--- src/rtl/gram_arbiter.sv ---
// Two-port round-robin arbiter that serializes a granted 16-bit byte address
// into the RAM's hi/lo address pipeline, performs the access and acknowledges.
module gram_arbiter #(
  parameter logic [15:0] GRAM_START_ADDRESS = 16'h0000,
  parameter logic [15:0] BANK_SIZE          = 16'h0400
) (
  input  logic        clk,
  input  logic        reset,
  input  logic        a_req,
  input  logic        a_we,
  input  logic [15:0] a_addr,
  input  logic [7:0]  a_wdata,
  output logic        a_ack,
  output logic [7:0]  a_rdata,
  output logic        a_err,
  input  logic        b_req,
  input  logic        b_we,
  input  logic [15:0] b_addr,
  input  logic [7:0]  b_wdata,
  output logic        b_ack,
  output logic [7:0]  b_rdata,
  output logic        b_err,
  output logic [7:0]  ram_rd_addr,
  output logic [7:0]  ram_wr_addr,
  output logic        ram_wr_en,
  output logic [7:0]  ram_wr_data,
  input  logic [7:0]  ram_rd_data
);

  typedef enum logic [2:0] {
    IDLE = 3'd0,
    HI   = 3'd1,
    LO   = 3'd2,
    XFER = 3'd3,
    RESP = 3'd4
  } state_t;

  state_t      state_r, state_s;
  logic        grant_r, grant_s;          // 0 = port A, 1 = port B
  logic        last_grant_r, last_grant_s;
  logic        we_r, we_s;
  logic        rej_r, rej_s;
  logic [15:0] addr_r, addr_s;
  logic [7:0]  wdata_r, wdata_s;

  logic        sel_b_s;
  logic        req_we_s;
  logic [15:0] req_addr_s;
  logic [7:0]  req_wdata_s;
  logic [16:0] offset_s;
  logic        in_win_s;

  logic [7:0]  ram_addr_s;
  logic        ram_wr_en_s;
  logic [7:0]  ram_wr_data_s;
  logic        a_ack_s, b_ack_s, a_err_s, b_err_s;
  logic [7:0]  a_rdata_s, b_rdata_s;

  // Candidate selection (round-robin on a tie) and 17-bit window check
  always_comb begin
    if (a_req && b_req) begin
      sel_b_s = ~last_grant_r;
    end else if (b_req) begin
      sel_b_s = 1'b1;
    end else begin
      sel_b_s = 1'b0;
    end
    req_we_s    = sel_b_s ? b_we    : a_we;
    req_addr_s  = sel_b_s ? b_addr  : a_addr;
    req_wdata_s = sel_b_s ? b_wdata : a_wdata;
    // Addresses below the window start wrap to a large 17-bit offset.
    offset_s    = {1'b0, req_addr_s} - {1'b0, GRAM_START_ADDRESS};
    in_win_s    = offset_s < {1'b0, BANK_SIZE};
  end

  // Next-state logic and transaction capture
  always_comb begin
    state_s      = state_r;
    grant_s      = grant_r;
    last_grant_s = last_grant_r;
    we_s         = we_r;
    rej_s        = rej_r;
    addr_s       = addr_r;
    wdata_s      = wdata_r;
    case (state_r)
      IDLE: begin
        if (a_req || b_req) begin
          grant_s      = sel_b_s;
          last_grant_s = sel_b_s;
          we_s         = req_we_s;
          addr_s       = req_addr_s;
          wdata_s      = req_wdata_s;
          rej_s        = ~in_win_s;
          state_s      = in_win_s ? HI : RESP;
        end else begin
          state_s = IDLE;
        end
      end
      HI:      state_s = LO;
      LO:      state_s = XFER;
      XFER:    state_s = RESP;
      RESP:    state_s = IDLE;
      default: state_s = IDLE;
    endcase
  end

  // Output values for the next cycle, derived from the state being entered
  always_comb begin
    ram_addr_s    = 8'h00;
    ram_wr_en_s   = 1'b0;
    ram_wr_data_s = 8'h00;
    case (state_s)
      HI:   ram_addr_s = addr_s[15:8];
      LO:   ram_addr_s = addr_s[7:0];
      XFER: begin
        ram_wr_en_s   = we_s;
        ram_wr_data_s = wdata_s;
      end
      default: ram_addr_s = 8'h00;
    endcase
    a_ack_s = (state_s == RESP) && !grant_s;
    b_ack_s = (state_s == RESP) && grant_s;
    a_err_s = a_ack_s && rej_s;
    b_err_s = b_ack_s && rej_s;
    a_rdata_s = a_rdata;
    b_rdata_s = b_rdata;
    if ((state_r == XFER) && !we_r) begin
      if (grant_r) begin
        b_rdata_s = ram_rd_data;
      end else begin
        a_rdata_s = ram_rd_data;
      end
    end else if ((state_r == IDLE) && (state_s == RESP)) begin
      if (grant_s) begin
        b_rdata_s = 8'hFF;
      end else begin
        a_rdata_s = 8'hFF;
      end
    end else begin
      a_rdata_s = a_rdata;
      b_rdata_s = b_rdata;
    end
  end

  // State, captured transaction and registered outputs
  always_ff @(posedge clk or posedge reset) begin
    if (reset) begin
      state_r      <= IDLE;
      grant_r      <= 1'b0;
      last_grant_r <= 1'b1;
      we_r         <= 1'b0;
      rej_r        <= 1'b0;
      addr_r       <= 16'h0000;
      wdata_r      <= 8'h00;
      ram_rd_addr  <= 8'h00;
      ram_wr_addr  <= 8'h00;
      ram_wr_en    <= 1'b0;
      ram_wr_data  <= 8'h00;
      a_ack        <= 1'b0;
      a_err        <= 1'b0;
      a_rdata      <= 8'h00;
      b_ack        <= 1'b0;
      b_err        <= 1'b0;
      b_rdata      <= 8'h00;
    end else begin
      state_r      <= state_s;
      grant_r      <= grant_s;
      last_grant_r <= last_grant_s;
      we_r         <= we_s;
      rej_r        <= rej_s;
      addr_r       <= addr_s;
      wdata_r      <= wdata_s;
      ram_rd_addr  <= ram_addr_s;
      ram_wr_addr  <= ram_addr_s;
      ram_wr_en    <= ram_wr_en_s;
      ram_wr_data  <= ram_wr_data_s;
      a_ack        <= a_ack_s;
      a_err        <= a_err_s;
      a_rdata      <= a_rdata_s;
      b_ack        <= b_ack_s;
      b_err        <= b_err_s;
      b_rdata      <= b_rdata_s;
    end
  end

endmodule

--- config.mk ---
export PLATFORM = sky130hd
export DESIGN_NAME = gram_arbiter
export DESIGN_NICKNAME = d
export VERILOG_FILES = /design/src/rtl/gram_arbiter.sv
export SDC_FILE = /design/constraint.sdc
export NUM_CORES = 1
export LEC_CHECK = 0
export ABC_CLOCK_PERIOD_IN_PS = 2100
export CORE_MARGIN = 4
export CORE_UTILIZATION = 30
export DETAILED_ROUTE_END_ITERATION = 8
export GPL_TIMING_DRIVEN = 0
export SLEW_MARGIN = 20
export SYNTH_ARGS = -nofsm -noshare
export SYNTH_HDL_FRONTEND = slang
export SYNTH_SLANG_ARGS = --single-unit
--- constraint.sdc ---
create_clock -name clk -period 2.1 [get_ports clk]
set_input_delay 0.315 -clock clk [delete_from_list [all_inputs] [get_ports clk]]
set_output_delay 0.315 -clock clk [all_outputs]
set_load 0.03 [all_outputs]
==> metrics, run 1 <==
fmax 0.5271 GHz; leading area contributor after synthesis dfrtp_1; Adder-Cell Fraction of Synth Area 0%; CP Max Fanout 9; most frequent cells after synthesis dfrtp_1 (59), nand2_1 (53), mux2i_1 (19), nand3_1 (18), o21ai_0 (17); ANT nets after route 0; pin count of the biggest net entering global routing 60; fraction of registers with async set or reset after synthesis 100.0%; most frequent cell after synthesis dfrtp_1; Die Ht 100.3 µm; Critical Path RT 2.29 ns; Num CTS Buffers 9; status complete, no violations; Skew-Pair Late Insertion Delay 0.33 ns; peak supply drop 0.4627 mV; Final Skew 0.008005 ns; Synth Net Count 298; Least-Margin Pin Slew 0.9001 ns; P_leak 1.770 nW; Arr. time, crit path 2.09 ns; Setup crit start b_req; vias in the first global route 2152; Post-Route WL 6451 µm; n_diodes 0; first-pass GRT wire length 10190 µm; reg2reg path depth 5; crit start category input port; ys flop type dfrtp_1; Mapped Area 0.002555 mm²; Chip Width 100.3 µm; hold_buf cts 0; Final Hold Vio Count 0; FF-to-FF End b_rdata[1]; FILL cells 800; critical path class input port to flip-flop; clock slew at reported path FFs 0.07 ns; main combinational cell family by area after synthesis simple AND/OR/NAND/NOR gates; initial antenna violation count 0; post-CTS sizing 0; R2R setup slack 0.36 ns; worst hold slack 0.1999 ns; TritonCTS clock tree yes; Pre-antenna DRT Iters 4; clk buf depth 2; pre-CTS WS -0.1505 ns; Synth Area in Compound Gates 7.248%; Slew headroom 39.86%; Slew Limit Fails 0; Seq cells post-synth 60; IO Count 107; worst setup margin 0.2027 ns; unrepaired setup endpoints after global routing false; hpwl dp 4963 µm; H-tree Lvls 3; core region area 0.008258 mm²; Post-synth EDFFs 0; Yosys cell types 36; post-synthesis cell count 236; Power Density 979.6 mW/mm²; Rows 33; Hold WC Path Type input port to asynchronous set/reset pin; die area 0.01006 mm²; Via-to-Cell Ratio 4.517; Routed WL per cell 13.90 µm; share of cells above drive strength 1 12.26%; Area Overhead vs Synth 56.86%; mux contribution to synthesized area 7.444%; routed vias 2096; fin crit period 1.897 ns; Synth top area share 57.79%; gpl congestion 0.7108; sequential-to-total area share from yosys stat 58.81%; simple-gate share of the synthesized area 21.35%; fin nets 416; Tcrit/Tclk final 90.35%; GRT Overall Usage 13.19%; port bufs 106; total gr overflow 0; Root Driver clkbuf_8; initial core utilization 30.94%; post-synthesis xor/xnor area fraction 0.3428%; synth warn 0; max cap viols 0; worst flop-to-flop path startpoint state_r[2]; # clock sinks 60; # setup viols final 0; setup bufs post-CTS 0; Synth area leaders dfrtp_1 (58%), nand2_1 (7.8%), mux2i_1 (7.4%); mean post-synth cell area 10.83 µm²; Residual DRC 0; CP Capture Type flip-flop; DRT iter0 DRCs 64
-- placed cells by master (no fill, tap or decap), types with 2 or more instances in the layout --
cell / n
a21oi_1: 5
a22o_2: 2
and2_1: 15
buf_2: 2
buf_4: 11
bufinv_16: 2
clkbuf_1: 4
clkbuf_8: 10
clkdlybuf4s50_1: 106
clkinvlp_4: 3
dfrtp_1: 59
inv_1: 2
mux2i_1: 19
nand2_1: 53
nand3_1: 18
nor2_1: 4
nor3b_2: 2
o21ai_0: 17
-- where the power goes --
part           leakage [nW]  total [W]  internal, W  switching (W)
Combinational         0.955    0.00118     0.000518       0.000664
Clock                 0.105    0.00115     0.000697       0.000450
Sequential            0.711    0.00160      0.00143       0.000166
-- critical path, stage by stage --
cell and delay [ns]:
clkdlybuf4s50_1 0.53, a21boi_1 0.25, buf_4 0.26, nand3_1 0.26, nand3_1 0.35, nand3_1 0.12
-- worst max-delay path by stage --
stage | endpoint | slack, ns | cells after the start
2_1_floorplan | a_ack | 0.30 | 1
6_report | b_rdata[6] | 0.20 | 6
3_5_place_dp | b_rdata[1] | -0.15 | 6
4_1_cts | b_rdata[6] | 0.20 | 6
3_3_place_gp | wdata_r[3] | -0.77 | 2
5_1_grt | b_rdata[6] | 0.12 | 6
-- layer usage --
layer | up-vias | part of all wire (%) | GRT usage [%]
met3 | 7 | 10 | 5.698
li1 | 1026 | - | -
met5 | - | 0 | 0
met4 | 0 | 1.1 | 4.663
met2 | 83 | 48 | 21.92
met1 | 980 | 41 | 15.14
-- flip-flops by register name, summed over array words and instances (netlist names) --
name / flops
b_rdata: 8
b_err: 1
a_err: 1
a_ack: 1
state_r: 3
addr_r: 8
grant_r: 1
wdata_r: 8
we_r: 1
b_ack: 1
a_rdata: 8
ram_wr_addr: 8
ram_wr_en: 1
last_grant_r: 1
rej_r: 1
ram_wr_data: 8
-- logic make-up after synthesis --
family,after synthesis
AND/OR/NAND/NOR,105
AO/OA/AOI/OAI,30
flip-flops,60
multiplexers,19
XOR/XNOR,1
buffers and inverters,21
-- per-stage QoR --
stage / instance area, µm² / power, W / instances / util (%) / setup TNS [ns]
global placement: 3747 / 0.002786 / 447 / 45.38 / -46.70
floorplan: 2555 / 0.002354 / 236 / - / 0
finish: 4008 / 0.003926 / 464 / 48.53 / 0
global route: 4008 / 0.004186 / 464 / 48.53 / 0
CTS: 4003 / 0.003994 / 464 / 48.47 / 0
detailed placement: 3777 / 0.002819 / 448 / 45.74 / -1.319
-- cell type report --
type / count / area [µm²] / share of cell area [%]
clock inverter: 6 / 87.58 / 2.185
timing repair buffer: 107 / 1089 / 27.16
inverter: 3 / 13.76 / 0.3434
multi-input combinational: 155 / 934.6 / 23.32
sequential: 60 / 1503 / 37.50
clock buffer: 10 / 137.6 / 3.434
tap: 105 / 131.4 / 3.278
buffer: 18 / 111.4 / 2.779
Note: power is estimated with default switching activity, not from simulation.
==> run 2, diff against run 1 <==
--- a/config.mk
+++ b/config.mk
@@ -6,6 +6,7 @@
 export NUM_CORES = 1
 export LEC_CHECK = 0
 export ABC_CLOCK_PERIOD_IN_PS = 2100
+export CORE_ASPECT_RATIO = 1.5
 export CORE_MARGIN = 4
 export CORE_UTILIZATION = 30
 export DETAILED_ROUTE_END_ITERATION = 8
==> metrics, run 2 (synthesis gave the netlist of run 1 again) <==
commonest non-fill, non-tap cells in the layout clkdlybuf4s50_1 (106), dfrtp_1 (59), nand2_1 (53), mux2i_1 (19) (was clkdlybuf4s50_1 (106), dfrtp_1 (59), nand2_1 (53), mux2i_1 (19), nand3_1 (18)); fin crit period 1.822 ns (was 1.897 ns); Final Hold Vio Count 0 (unchanged); area occupied by multi-input gates 934.6 µm² (unchanged); IO Count 107 (unchanged); Final Skew 0.006209 ns (was 0.008005 ns); port bufs 106 (unchanged); CP max stage cell clkdlybuf4s50_1 (unchanged); placed cell area 0.003780 mm² (was 0.003777 mm²); post-CTS sizing 0 (unchanged); Tcrit/Tclk final 86.78% (was 90.35%); Skew-Pair Late Insertion Delay 0.32 ns (was 0.33 ns); vias in the first global route 2160 (was 2152); first-pass GRT wire length 9901 µm (was 10190 µm); Crit path max-delay family buffers and inverters (unchanged); Num CTS Buffers 9 (unchanged); H-tree Lvls 3 (unchanged); routed vias 2036 (was 2096); critical path class input port to flip-flop (unchanged); fmax 0.5487 GHz (was 0.5271 GHz); # clock sinks 60 (unchanged); CP Capture Type flip-flop (unchanged); n_diodes 0 (unchanged); ANT nets after route 0 (unchanged); Critical Path RT 2.28 ns (was 2.29 ns); Root Driver clkbuf_16 (was clkbuf_8); Least-Margin Pin Slew 0.9810 ns (was 0.9001 ns); worst hold slack 0.2175 ns (was 0.1999 ns); Area Overhead vs Synth 60.58% (was 56.86%); CP Max Fanout 9 (unchanged); clk buf depth 2 (unchanged); Post-Route WL 6153 µm (was 6451 µm); Slew Limit Fails 0 (unchanged); peak supply drop 0.5603 mV (was 0.4627 mV); GRT Overall Usage 12.63% (was 13.19%); Hold WC Path Type input port to asynchronous set/reset pin (unchanged); Pre-antenna DRT Iters 4 (unchanged); pin count of the biggest net entering global routing 60 (unchanged); fin nets 416 (unchanged); crit start category input port (unchanged); crit path cell chain clkdlybuf4s50_1 > a21boi_1 > buf_4 > nand3_1 > nand3_2 > nand3_1 (was clkdlybuf4s50_1 > a21boi_1 > buf_4 > nand3_1 > nand3_1 > nand3_1); Rows 41 (was 33); Die Ht 121.0 µm (was 100.3 µm); TritonCTS clock tree yes (unchanged); Final Non-Filler Cells 466 (was 464); Via-to-Cell Ratio 4.369 (was 4.517); Chip Width 83.35 µm (was 100.3 µm); FILL cells 787 (was 800); Placed Instances 450 (was 448); die area 0.01009 mm² (was 0.01006 mm²); # setup viols final 0 (unchanged); clock slew at reported path FFs 0.05 ns (was 0.07 ns); fin util 49.06% (was 48.53%); post-route setup TNS 0 ns (unchanged); area occupied by registers 0.001503 mm² (unchanged); Power Density 1050 mW/mm² (was 979.6 mW/mm²); Arr. time, crit path 2.01 ns (was 2.09 ns); CP Buf/Inv Count 2 (unchanged); status complete, no violations (unchanged); hold_buf cts 0 (unchanged); max cap viols 0 (unchanged); Most common cell on crit path nand3_1 (unchanged); commonest non-fill, non-tap cell in the layout clkdlybuf4s50_1 (unchanged); core region area 0.008362 mm² (was 0.008258 mm²); Residual DRC 0 (unchanged); hpwl dp 4872 µm (was 4963 µm); initial antenna violation count 0 (unchanged); crit-path max cell delay 0.51 ns (was 0.53 ns); total gr overflow 0 (unchanged); share of cells above drive strength 1 11.98% (was 12.26%); gpl congestion 0.7256 (was 0.7108); Routed WL per cell 13.20 µm (was 13.90 µm); DRT iter0 DRCs 66 (was 64); Layout Cell Area excl Fill 0.004103 mm² (was 0.004008 mm²); initial core utilization 30.56% (was 30.94%); setup bufs post-CTS 0 (unchanged); unrepaired setup endpoints after global routing false (unchanged); P_leak 1.824 nW (was 1.770 nW); Slew headroom 34.46% (was 39.86%)
[run 2: changes by cell type in the layout (fill, tap and decap cells not counted), sizes merged]
cell	change
clkinv	+2
clkinvlp	-3
clkbuf	+1
[run 2: worst paths after layout]
check                            from      endpoint  slack [ns]  cells past startpoint
hold reg to reg            wdata_r[5]    wdata_r[5]        0.47                      2
hold / removal                  reset    b_rdata[3]        0.22                      2
setup reg to reg           state_r[1]    a_rdata[7]        0.39                      4
min in group clk           wdata_r[5]    wdata_r[5]        0.47                      2
max in group asynchronous       reset  last_grant_r        1.37                      3
setup / recovery                b_req    b_rdata[0]        0.28                      6
[run 2: power by group]
part | internal [W] | leakage (nW) | switching [W]
Combinational | 0.000518 | 0.954 | 0.000665
Sequential | 0.00143 | 0.711 | 0.000166
Clock | 0.00106 | 0.159 | 0.000463
[run 2: final cells by class]
| type | instances | area share [%] |
|---|---|---|
| plain buffers | 18 | 2.714 |
| clock buffers | 11 | 5.916 |
| clock inverters | 5 | 1.830 |
| inverters | 3 | 0.3355 |
| multi-input cells | 155 | 22.78 |
| flip-flops and latches | 60 | 36.63 |
| well taps | 107 | 3.263 |
| repair buffers | 107 | 26.53 |
[run 2: per-stage QoR]
step / total power, W / setup WS (ns)
CTS: 0.004380 / 0.1713
detailed placement: 0.002828 / -0.1621
floorplan: 0.002354 / 0.3020
global placement: 0.002785 / -0.7543
global route: 0.004583 / 0.1100
finish: 0.004307 / 0.2776
[run 2: layer usage]
metal | GRT usage, % | wire, µm
met1 | 12.49 | 2275
met2 | 23.64 | 3285
met3 | 4.348 | 492
met4 | 5.419 | 100
met5 | 0 | 0
==> run 3, diff against run 2 <==
--- a/config.mk
+++ b/config.mk
@@ -10,8 +10,8 @@
 export CORE_MARGIN = 4
 export CORE_UTILIZATION = 30
 export DETAILED_ROUTE_END_ITERATION = 8
-export GPL_TIMING_DRIVEN = 0
 export SLEW_MARGIN = 20
 export SYNTH_ARGS = -nofsm -noshare
 export SYNTH_HDL_FRONTEND = slang
 export SYNTH_SLANG_ARGS = --single-unit
+export TNS_END_PERCENT = 30
==> metrics, run 3 (synthesis gave the netlist of run 1 again) <==
clk buf depth 2 (unchanged); crit start category flip-flop (was input port); fmax 0.5696 GHz (was 0.5487 GHz); Hold WC Path Type input port to asynchronous set/reset pin (unchanged); post-CTS sizing 0 (unchanged); n_diodes 0 (unchanged); peak supply drop 0.5960 mV (was 0.5603 mV); CP Max Fanout 8 (was 9); initial core utilization 30.56% (unchanged); pin count of the biggest net entering global routing 30 (was 60); Residual DRC 0 (unchanged); fin crit period 1.755 ns (was 1.822 ns); FILL cells 788 (was 787); IO Count 107 (unchanged); # setup viols final 0 (unchanged); Least-Margin Pin Slew 0.5099 ns (was 0.9810 ns); unrepaired setup endpoints after global routing false (unchanged); Skew-Pair Late Insertion Delay 0.32 ns (about the same); Critical Path RT 2.27 ns (was 2.28 ns); Area Overhead vs Synth 61.26% (was 60.58%); ANT nets after route 0 (unchanged); commonest non-fill, non-tap cells in the layout clkdlybuf4s50_1 (106), dfrtp_1 (59), nand2_1 (53), mux2i_1 (19), nand3_1 (18) (was clkdlybuf4s50_1 (106), dfrtp_1 (59), nand2_1 (53), mux2i_1 (19)); Slew Limit Fails 0 (unchanged); Slew headroom 65.96% (was 34.46%); hpwl dp 4837 µm (was 4872 µm); port bufs 106 (unchanged); worst setup margin 0.3445 ns (was 0.2776 ns); CP Capture Type flip-flop (unchanged); # clock sinks 60 (unchanged); GRT Overall Usage 12.65% (was 12.63%); Power Density 1060 mW/mm² (was 1050 mW/mm²); hold_buf cts 0 (unchanged); Die Ht 121.0 µm (unchanged); status complete, no violations (unchanged); Rows 41 (unchanged); commonest non-fill, non-tap cell in the layout clkdlybuf4s50_1 (unchanged); die area 0.01009 mm² (unchanged); share of cells above drive strength 1 11.90% (was 11.98%); Chip Width 83.35 µm (unchanged); Num CTS Buffers 9 (unchanged); Tcrit/Tclk final 83.59% (was 86.78%); total gr overflow 0 (unchanged); post-route setup TNS 0 ns (unchanged); DRT iter0 DRCs 83 (was 66); Routed WL per cell 13.53 µm (was 13.20 µm); TritonCTS clock tree yes (unchanged); fin nets 410 (was 416); routed vias 2077 (was 2036); vias in the first global route 2074 (was 2160); Final Hold Vio Count 0 (unchanged); clock slew at reported path FFs 0.05 ns (about the same); Root Driver clkbuf_16 (unchanged); Post-Route WL 6222 µm (was 6153 µm); gpl congestion 0.7560 (was 0.7256); P_leak 1.821 nW (was 1.824 nW); core region area 0.008362 mm² (unchanged); Final Skew 0.006037 ns (was 0.006209 ns); critical path class flip-flop to flip-flop (was input port to flip-flop); pre-CTS WS 0.01692 ns (was -0.1621 ns); Via-to-Cell Ratio 4.515 (was 4.369); Pre-antenna DRT Iters 4 (unchanged); initial antenna violation count 0 (unchanged); setup bufs post-CTS 0 (unchanged); max cap viols 0 (unchanged); H-tree Lvls 3 (unchanged); first-pass GRT wire length 9887 µm (was 9901 µm); Arr. time, crit path 1.93 ns (was 2.01 ns)
-- run 3: cell count changes in the layout (fill, tap and decap cells not counted), sizes merged --
| cell | previous run | this run |
|---|---|---|
| buf | 15 | 13 |
| clkinvlp | 0 | 1 |
| clkinv | 3 | 1 |
| clkbuf | 15 | 12 |
-- run 3: routing by layer --
layer / share of wire (%) / track usage, % / vias up / wire, µm
met4: 1.5 / 4.908 / 0 / 94
met2: 52 / 22.54 / 85 / 3224
li1: - / - / 1015 / -
met3: 9.2 / 5.027 / 6 / 572
met1: 37 / 13.28 / 971 / 2330
met5: 0 / 0 / - / 0
-- run 3: final timing paths --
| path | endpoint | slack [ns] | cells after the start | from |
|---|---|---|---|---|
| worst max-delay path | b_rdata[1] | 0.34 | 4 | state_r[2] |
| worst min-delay path | b_rdata[2] | 0.35 | 2 | reset |
| worst max register to register | b_rdata[1] | 0.34 | 4 | state_r[2] |
| worst min register to register | wdata_r[5] | 0.47 | 2 | wdata_r[5] |
| max in group asynchronous | addr_r[7] | 1.18 | 3 | reset |
| min in group clk | wdata_r[5] | 0.47 | 2 | wdata_r[5] |
-- run 3: cell type report --
class                   count  area (µm²)  area share, %
repair buffers            119        1209          29.33
flip-flops and latches     60        1503          36.47
clock buffers              12       246.5          5.982
multi-input cells         155       944.7          22.93
well taps                 107       133.9          3.249
inverters                   3       11.26         0.2733
clock inverters             4       72.57          1.761
-- run 3: through the flow --
stage	utilization [%]	hold slack (ns)	cell area (µm²)	power, W	instances
floorplan	-	0.3850	2555	0.002354	236
global placement	45.46	0.4519	3801	0.002827	444
detailed placement	45.46	0.4615	3801	0.002865	444
CTS	49.27	0.3629	4120	0.004425	460
global route	49.27	0.3947	4120	0.004629	460
finish	49.27	0.3527	4120	0.004368	460
-- run 3: where the power goes --
group / internal, W / total (W) / switching (W)
Combinational: 0.000570 / 0.00122 / 0.000647
Sequential: 0.00143 / 0.00161 / 0.000179
Clock: 0.00107 / 0.00154 / 0.000471
Total: 0.00307 / 0.00437 / 0.00130
-- run 3: critical path: stages (launching register included) --
cell	delay [ns]
dfrtp_1	0.45
nand3b_2	0.33
or3b_2	0.62
nand2_1	0.12
nand3_1	0.09
